--- src/rtl/sprite_draw_sequencer_pkg.sv ---
// Shared types and constants for the sprite draw sequencer: FSM state encoding
// and the pass flag values carried on the erase output.
package sprite_draw_sequencer_pkg;

  typedef enum logic [2:0] {
    ST_IDLE = 3'd0,
    ST_LOAD = 3'd1,
    ST_DRAW = 3'd2,
    ST_NEXT = 3'd3,
    ST_DONE = 3'd4
  } state_t;

  localparam logic PASS_ERASE = 1'b1;
  localparam logic PASS_DRAW  = 1'b0;

endpackage

--- src/rtl/sprite_draw_sequencer_raster_walker.sv ---
// Raster walker: steps dx across a row, then dy down the rows, of a WxH object.
// last_pixel flags the final (w-1, h-1) coordinate so the caller can leave DRAW.
module raster_walker #(
  parameter int W_BITS = 8,
  parameter int H_BITS = 7
) (
  input  logic              clk,
  input  logic              reset,
  input  logic              clear,
  input  logic              advance,
  input  logic [W_BITS-1:0] w,
  input  logic [H_BITS-1:0] h,
  output logic [W_BITS-1:0] dx,
  output logic [H_BITS-1:0] dy,
  output logic              last_pixel
);

  logic [W_BITS-1:0] dx_q, dx_d;
  logic [H_BITS-1:0] dy_q, dy_d;
  logic              row_end;
  logic              col_end;

  // w and h are nonzero whenever advance is asserted, so w-1/h-1 never wrap.
  assign row_end    = (dx_q == w - W_BITS'(1));
  assign col_end    = (dy_q == h - H_BITS'(1));
  assign last_pixel = row_end && col_end;

  // NOTE: every variable written here gets a default first, so no path leaves
  // it unassigned and no latch is inferred.
  always_comb begin
    dx_d = dx_q;
    dy_d = dy_q;
    if (clear) begin
      dx_d = '0;
      dy_d = '0;
    end else if (advance) begin
      if (row_end) begin
        dx_d = '0;
        dy_d = col_end ? '0 : dy_q + 1'b1;
      end else begin
        dx_d = dx_q + 1'b1;
      end
    end
  end

  // NOTE: state registers use non-blocking assignments so every flop samples
  // the pre-edge value of its _d input, independent of statement order.
  always_ff @(posedge clk or negedge reset) begin
    if (!reset) begin
      dx_q <= '0;
      dy_q <= '0;
    end else begin
      dx_q <= dx_d;
      dy_q <= dy_d;
    end
  end

  assign dx = dx_q;
  assign dy = dy_q;

endmodule

--- src/rtl/sprite_draw_sequencer.sv ---
// Per-frame draw scheduler: on frame_tick walks each object's raster (optionally
// an erase pass first), one pixel per accepted plot cycle, and flags overruns.
module sprite_draw_sequencer
  import sprite_draw_sequencer_pkg::*;
#(
  parameter int NUM_OBJ  = 3,
  parameter int IDX_BITS = 2,
  parameter int W_BITS   = 8,
  parameter int H_BITS   = 7
) (
  input  logic                      clk,
  input  logic                      reset,
  input  logic                      frame_tick,
  input  logic                      erase_en,
  input  logic [NUM_OBJ*W_BITS-1:0] obj_w,
  input  logic [NUM_OBJ*H_BITS-1:0] obj_h,
  input  logic                      plot_ready,
  output logic                      plot,
  output logic                      erase,
  output logic [IDX_BITS-1:0]       obj_idx,
  output logic [W_BITS-1:0]         dx,
  output logic [H_BITS-1:0]         dy,
  output logic                      busy,
  output logic                      frame_done,
  output logic                      overrun
);

  localparam logic [IDX_BITS-1:0] LAST_IDX = IDX_BITS'(NUM_OBJ - 1);

  state_t              state_q, state_d;
  logic [IDX_BITS-1:0] obj_idx_q, obj_idx_d;
  logic                erase_q, erase_d;
  logic                overrun_q, overrun_d;
  logic [W_BITS-1:0]   w_q, w_d, sel_w;
  logic [H_BITS-1:0]   h_q, h_d, sel_h;
  logic                walk_clear;
  logic                walk_adv;
  logic                last_pixel;

  always_comb begin
    sel_w = '0;
    sel_h = '0;
    for (int i = 0; i < NUM_OBJ; i++) begin
      if (obj_idx_q == IDX_BITS'(i)) begin
        sel_w = obj_w[i*W_BITS +: W_BITS];
        sel_h = obj_h[i*H_BITS +: H_BITS];
      end
    end
  end

  always_comb begin
    state_d    = state_q;
    obj_idx_d  = obj_idx_q;
    erase_d    = erase_q;
    w_d        = w_q;
    h_d        = h_q;
    walk_clear = 1'b0;
    walk_adv   = 1'b0;
    // A tick in any non-idle state, DONE included, is dropped but remembered.
    overrun_d  = overrun_q | (frame_tick && (state_q != ST_IDLE));
    unique case (state_q)
      ST_IDLE: begin
        if (frame_tick) begin
          state_d   = ST_LOAD;
          obj_idx_d = '0;
          erase_d   = erase_en;
        end
      end
      ST_LOAD: begin
        w_d        = sel_w;
        h_d        = sel_h;
        walk_clear = 1'b1;
        state_d    = (sel_w == '0 || sel_h == '0) ? ST_NEXT : ST_DRAW;
      end
      ST_DRAW: begin
        if (plot_ready) begin
          walk_adv = 1'b1;
          if (last_pixel) state_d = ST_NEXT;
        end
      end
      ST_NEXT: begin
        if (obj_idx_q != LAST_IDX) begin
          obj_idx_d = obj_idx_q + 1'b1;
          state_d   = ST_LOAD;
        end else if (erase_q == PASS_ERASE) begin
          erase_d   = PASS_DRAW;
          obj_idx_d = '0;
          state_d   = ST_LOAD;
        end else begin
          state_d = ST_DONE;
        end
      end
      ST_DONE: state_d = ST_IDLE;
      default: state_d = ST_IDLE;
    endcase
  end

  always_ff @(posedge clk or negedge reset) begin
    if (!reset) begin
      state_q   <= ST_IDLE;
      obj_idx_q <= '0;
      erase_q   <= PASS_DRAW;
      overrun_q <= 1'b0;
      w_q       <= '0;
      h_q       <= '0;
    end else begin
      state_q   <= state_d;
      obj_idx_q <= obj_idx_d;
      erase_q   <= erase_d;
      overrun_q <= overrun_d;
      w_q       <= w_d;
      h_q       <= h_d;
    end
  end

  raster_walker #(
    .W_BITS(W_BITS),
    .H_BITS(H_BITS)
  ) u_walker (
    .clk       (clk),
    .reset     (reset),
    .clear     (walk_clear),
    .advance   (walk_adv),
    .w         (w_q),
    .h         (h_q),
    .dx        (dx),
    .dy        (dy),
    .last_pixel(last_pixel)
  );

  assign plot       = (state_q == ST_DRAW);
  assign busy       = (state_q != ST_IDLE);
  assign frame_done = (state_q == ST_DONE);
  assign erase      = erase_q;
  assign obj_idx    = obj_idx_q;
  assign overrun    = overrun_q;

endmodule
--- config.mk ---
export PLATFORM = sky130hd
export DESIGN_NAME = sprite_draw_sequencer
export DESIGN_NICKNAME = d
export VERILOG_FILES = /design/src/rtl/sprite_draw_sequencer_pkg.sv /design/src/rtl/sprite_draw_sequencer_raster_walker.sv /design/src/rtl/sprite_draw_sequencer.sv
export SDC_FILE = /design/constraint.sdc
export NUM_CORES = 1
export LEC_CHECK = 0
export ABC_AREA = 1
export CORE_ASPECT_RATIO = 1.1
export CORE_UTILIZATION = 45
export DETAILED_ROUTE_END_ITERATION = 10
export DONT_BUFFER_PORTS = 1
export GPL_TIMING_DRIVEN = 1
export SETUP_SLACK_MARGIN = 0.5
export SYNTH_ARGS = -nofsm -noshare
export SYNTH_HDL_FRONTEND = slang
export SYNTH_SLANG_ARGS = --single-unit
--- constraint.sdc ---
create_clock -name clk -period 2.9 [get_ports clk]
set_input_delay 0.87 -clock clk [delete_from_list [all_inputs] [get_ports clk]]
set_output_delay 0.87 -clock clk [all_outputs]
set_load 0.02 [all_outputs]
==> metrics.txt, run 1 <==
Initial Util 47.97%; post-CTS setup buffers 0; max cap viols 0; Lkg Pwr 1.505 nW; #FFs+latches synth 37; WS Path Type flop to output port; ys flop type dfrtp_1; CTS H-tree depth 2; setup TNS 0 ps; clock slew at reported path FFs 80 ps; slowest cell delay on critical path 460 ps; antenna cells 0; min cycle time layout 2299 ps; GP Congestion 0.8054; Power Density 1061 mW/mm^2; layout cell share with drive strength beyond 1 6.763%; Die Height 82.56 um; post-cts hold buffer count 0; Final Hold Vio Count 0; Int Power 1.515 mW; dpl hpwl 4612 um; antenna violations before repair 0; NetSw 1.489 mW; DRC 0; FP Rows 28; Detailed Route WL 5871 um; CP max FO 5; # resized after CTS 0; TritonCTS Sinks 37; DR vias 2384; max frequency 0.4350 GHz; CP Capture Type output port; worst clock skew 6.734 ps; Tcrit/Tclk final 79.27%; vias per cell 4.875; Switching Fraction 49.57%; Overflow after GRT 0; Die W 75.24 um; Mapped Avg Cell Area 6.413 um^2; Comb power frac 51.0%; crit path DAT 1430 ps; Worst Setup Start Kind flop; status finished, final reports clean; drt first pass iters 4; Global Route Usage Sum 20.45%; crit path cell chain nor3_1 -> inv_1; Synth Warn # 0; Clock Tree Root clkbuf_8; Critical Path RT 2030 ps; Peak VDD IR 0.0006515 V; core box area 0.005535 mm^2; share of total power in sequential cells 33.3%; Max-slew headroom 52.99%; global-route wire length before repair 9680 um; slowest CP cell nor3_1; EDFF count, synth 0; most frequent cells in the layout nand2_1 (135), inv_1 (61), nor2_1 (59); nets 467; asr flop ratio synth 100.0%; ANT nets after route 0; Post-Syn Area 0.002655 mm^2; syn_nets 468; HP Class input pin to asynchronous set/reset pin; share of power burned in the clock network 15.7%; routed length per instance 12.01 um; RSZ-0062 raised after global routing no; Buf/Inv on CP 1; Cell variety after synth 32; Slew @ Worst Pin 699.8 ps; Max Slew Vio Count 0; sequential fraction of the synthesis area 34.87%; Area growth, synth to finish 6.597%; commonest non-fill, non-tap cell in the layout nand2_1; number of top-level pins 72; TritonCTS clock tree built; # setup viols final 0; Inserted Clock Buffers 5; port bufs 0; Post-Syn Instances 414; Iter 0 DRT Violations 78; worst skew pair latency 290 ps; Worst path top cell family by delay simple AND/OR/NAND/NOR gates; worst hold slack 268.1 ps; largest net degree at the start of global routing 38; die area 0.006211 mm^2; vias in the first global route 2145; CTS Buffer Depth 2
worst register-to-register path: stages (launching register included):
cell,delay (ps)
dfrtp_1,550
inv_1,100
nand2_1,330
inv_1,220
nand2_1,100
nand3_1,70
nor2_1,220
nand2_1,80
nor2_1,100
nand2_1,70
nand2_1,60
nor2_1,40
nor2_1,90
area by class of cell:
class / instances / area, um^2
clock buffers: 6 / 82.58
clock inverters: 2 / 37.54
fillers: 598 / 2705
inverters: 65 / 244.0
multi-input cells: 303 / 1439
flip-flops and latches: 37 / 925.9
well taps: 75 / 93.84
repair buffers: 1 / 7.507
Yosys cell counts, types with 2 or more instances:
library cell  number  area share [%]
nand2_1          135              19
o21ai_0           21             4.0
dfrtp_1           37              35
o22ai_1           10             2.4
xor2_1             9             3.0
clkbuf_2           2            0.38
buf_2              2            0.38
clkbuf_1           4            0.57
nand4_1            4            0.94
ha_1               4             1.9
nand3b_1           2            0.57
nor2_2             5             1.2
nor3_1             5            0.94
nor2_1            59             8.3
or2_2              2            0.47
a21oi_1            7             1.3
inv_2              4            0.57
nand2_2            4            0.94
nand3_1           19             3.6
inv_1             61             8.6
xnor2_1            7             2.3
cell families (layout without fill, tap and decap cells):
kind of cell / count (synthesis) / in the layout / share of synthesized area, %
xor gates and xnor gates: 16 / 16 / 5.278
buffers and inverters: 74 / 74 / 10.93
DFF: 37 / 37 / 34.87
and+or+nand+nor: 238 / 238 / 37.09
AOI/OAI and AO/OA: 45 / 45 / 9.944
adders and majority gates: 4 / 4 / 1.885
stage by stage:
stage | instance area [um^2] | instances | power, mW | setup WS [ps] | utilization (%)
final | 2830 | 489 | 3.004 | 601.3 | 51.13
after global routing | 2830 | 489 | 3.335 | 523.1 | 51.13
after CTS | 2830 | 489 | 3.032 | 622.0 | 51.13
after detailed placement | 2710 | 481 | 2.552 | 797.4 | 48.96
after global placement | 2710 | 481 | 2.526 | 822.0 | 48.96
after floorplan | 2655 | 414 | 2.233 | 1062 | -
path summary, 6_finish.rpt:
kind                            start              to  slack (ps)  cells past startpoint
max                        state_q[2]            busy         600                      2
max in group asynchronous       reset  u_walker.dy[1]        2550                      0
max reg2reg                obj_idx[0]      state_q[0]         820                     12
min reg2reg                    h_q[6]          h_q[6]         510                      2
min                             reset          w_q[0]         270                      0
min in group clk               h_q[6]          h_q[6]         510                      2
power by group through the flow:
| stage | clock [mW] | combinational [mW] | sequential, mW |
|---|---|---|---|
| after detailed placement | 0 | 1.55 | 1.01 |
| after global routing | 0.506 | 1.80 | 1.03 |
| after global placement | 0 | 1.52 | 1.01 |
| final | 0.472 | 1.53 | 1.00 |
| after CTS | 0.481 | 1.55 | 0.999 |
| after floorplan | 0 | 1.29 | 0.946 |
flip-flops by register name (all words and copies together), names as in the netlist:
register / count
u_walker.dx: 8
w_q: 8
h_q: 7
u_walker.dy: 7
state_q: 3
obj_idx: 2
erase: 1
overrun: 1
routing by layer:
| metal | share of wire (%) | GRT usage [%] |
|---|---|---|
| met1 | 49 | 27.37 |
| met2 | 44 | 32.61 |
| met4 | 0.87 | 5.556 |
| met3 | 5.9 | 5.340 |
| met5 | 0 | 0 |
(Power assumes the default switching activity.)
==> inputs of run 2 (changes only) <==
- clock period: 2.9 -> 2.2 ns (I/O delays scaled with it)
==> run 2 against run 1 <==
Sequential power up 34%. Cell area up 14%. Flip-flop and latch count unchanged. Final cell count up 5.5%. Global-route usage up 1.4 points. Hold slack worse by 210 ps. Clock power up 3%. Non-clock buffer count up 28. Count of clock-buffer cells in the layout up 1. Combinational power up 75%. Critical path type unchanged. Critical endpoint unchanged. Largest cell class unchanged.
==> metrics.txt, run 2 (same netlist as run 1, synthesis figures left out) <==
crit path DAT 1170 ps; Global Route Usage Sum 21.83%; status finished, final reports clean; worst clock skew 8.878 ps; dpl hpwl 4757 um; total power 4.502 mW; max frequency 0.5466 GHz; ANT nets after route 0; Initial Util 47.97%; share of total power in sequential cells 29.8%; TritonCTS clock tree built; GP Congestion 0.8179; Worst Setup Start Kind flop; Lkg Pwr 1.678 nW; most frequent cells in the layout nand2_1 (123), inv_1 (55), nor2_1 (52); Detailed Route WL 6442 um; reg-to-reg slack, setup 410 ps; worst setup margin 370.7 ps; RSZ-0062 raised after global routing yes; min cycle time layout 1829 ps; core box area 0.005535 mm^2; DRC 0; Overflow after GRT 0; Comb power frac 59.4%; die area 0.006211 mm^2; Max-slew headroom 71.59%; setup TNS 0 ps; # setup viols final 0; Area growth, synth to finish 21.39%; nets 495; reg2reg start w_q[1]; FP Rows 28; TritonCTS Sinks 37; crit path cell chain nor3_2 -> buf_4 -> clkinvlp_4; Iter 0 DRT Violations 109; Clock Tree Root clkbuf_8; number of top-level pins 72; post-place instance area 0.002763 mm^2; CTS Buffer Depth 2; slowest CP cell dfrtp_1; Inserted Clock Buffers 5; commonest non-fill, non-tap cell in the layout nand2_1; antenna violations before repair 0; CTS H-tree depth 2; Int Power 2.298 mW; CP Capture Type output port; Max Slew Vio Count 0; total area of sequential cells 934.6 um^2; antenna cells 0; cell area after layout 0.003223 mm^2; HP Class input pin to asynchronous set/reset pin; Peak VDD IR 0.0006714 V; Power Density 1397 mW/mm^2; routed length per instance 12.48 um; slowest cell delay on critical path 420 ps; Die W 75.24 um; Layout fillers 556; Core Util, Final 58.23%; worst skew pair latency 290 ps; share of power burned in the clock network 10.8%; layout cell share with drive strength beyond 1 20.86%; Final Hold Vio Count 0; global-route wire length before repair 10210 um; largest net degree at the start of global routing 38; Critical Path RT 1540 ps; max cap viols 0; pre-CTS setup slack 301.0 ps; NetSw 2.204 mW; multi-input logic area 0.001590 mm^2; drt first pass iters 4; vias in the first global route 2222; WS Path Type flop to output port; Worst R2R Path Depth 14; CP max FO 4; Die Height 82.56 um; Slew @ Worst Pin 426.1 ps; reg-to-reg endpoint u_walker.dy[5]; Switching Fraction 48.96%; DR vias 2566; port bufs 0; clock slew at reported path FFs 70 ps; Tcrit/Tclk final 83.15%; vias per cell 4.973
==> run 2: per-layer routing <==
| metal | wire length (um) | vias up | global-route usage (%) | part of all wire [%] |
|---|---|---|---|---|
| met1 | 3124 | 1145 | 29.18 | 48 |
| met4 | 106 | 0 | 7.222 | 1.6 |
| met2 | 2883 | 79 | 34.05 | 45 |
| met3 | 329 | 11 | 5.825 | 5.1 |
| li1 | - | 1331 | - | - |
| met5 | 0 | - | 0 | 0 |
==> run 2: critical path, delay by kind of cell (launching register included) <==
kind                   cells  cell delay, ps
AND/OR/NAND/NOR            1             180
buffers and inverters      2             290
flip-flops                 1             420
==> run 2: worst max path at each step <==
| stage | from | endpoint | depth (start not counted) |
|---|---|---|---|
| 6_report | state_q[2] | busy | 3 |
| 5_1_grt | state_q[2] | busy | 3 |
| 4_1_cts | state_q[0] | busy | 3 |
| 3_5_place_dp | w_q[0] | u_walker.dy[1] | 13 |
| 3_3_place_gp | w_q[0] | u_walker.dy[2] | 13 |
| 2_1_floorplan | w_q[0] | u_walker.dx[5] | 13 |
==> run 2: repair_timing <==
action / CTS / global route
cloned: 0 / 1
setup buffers: 8 / 12
pin swaps: 3 / 17
hold buffers: 0 / 0
endpoints found under the setup margin: 17 / 21
resized for setup: 12 / 42
hold endpoints to repair: 0 / 0
==> run 2: power by group through the flow <==
stage	clock network (mW)	logic, mW	registers [mW]
detailed placement	0	2.10	1.34
global placement	0	2.09	1.34
floorplan	0	1.70	1.25
global route	0.528	3.04	1.39
CTS	0.499	2.30	1.32
finish	0.486	2.67	1.34
==> run 2: through the flow <==
step / instances / hold WS [ps]
after global placement: 488 / 365.5
after detailed placement: 488 / 365.8
final: 516 / 56.35
after CTS: 503 / 47.78
after floorplan: 414 / 364.4
after global routing: 516 / 35.58
==> run 2: layout make-up <==
type / instances / area share, %
repair buffers: 29 / 8.230
multi-input cells: 303 / 49.34
flip-flops and latches: 37 / 29.00
inverters: 65 / 7.842
well taps: 75 / 2.911
clock buffers: 7 / 2.679
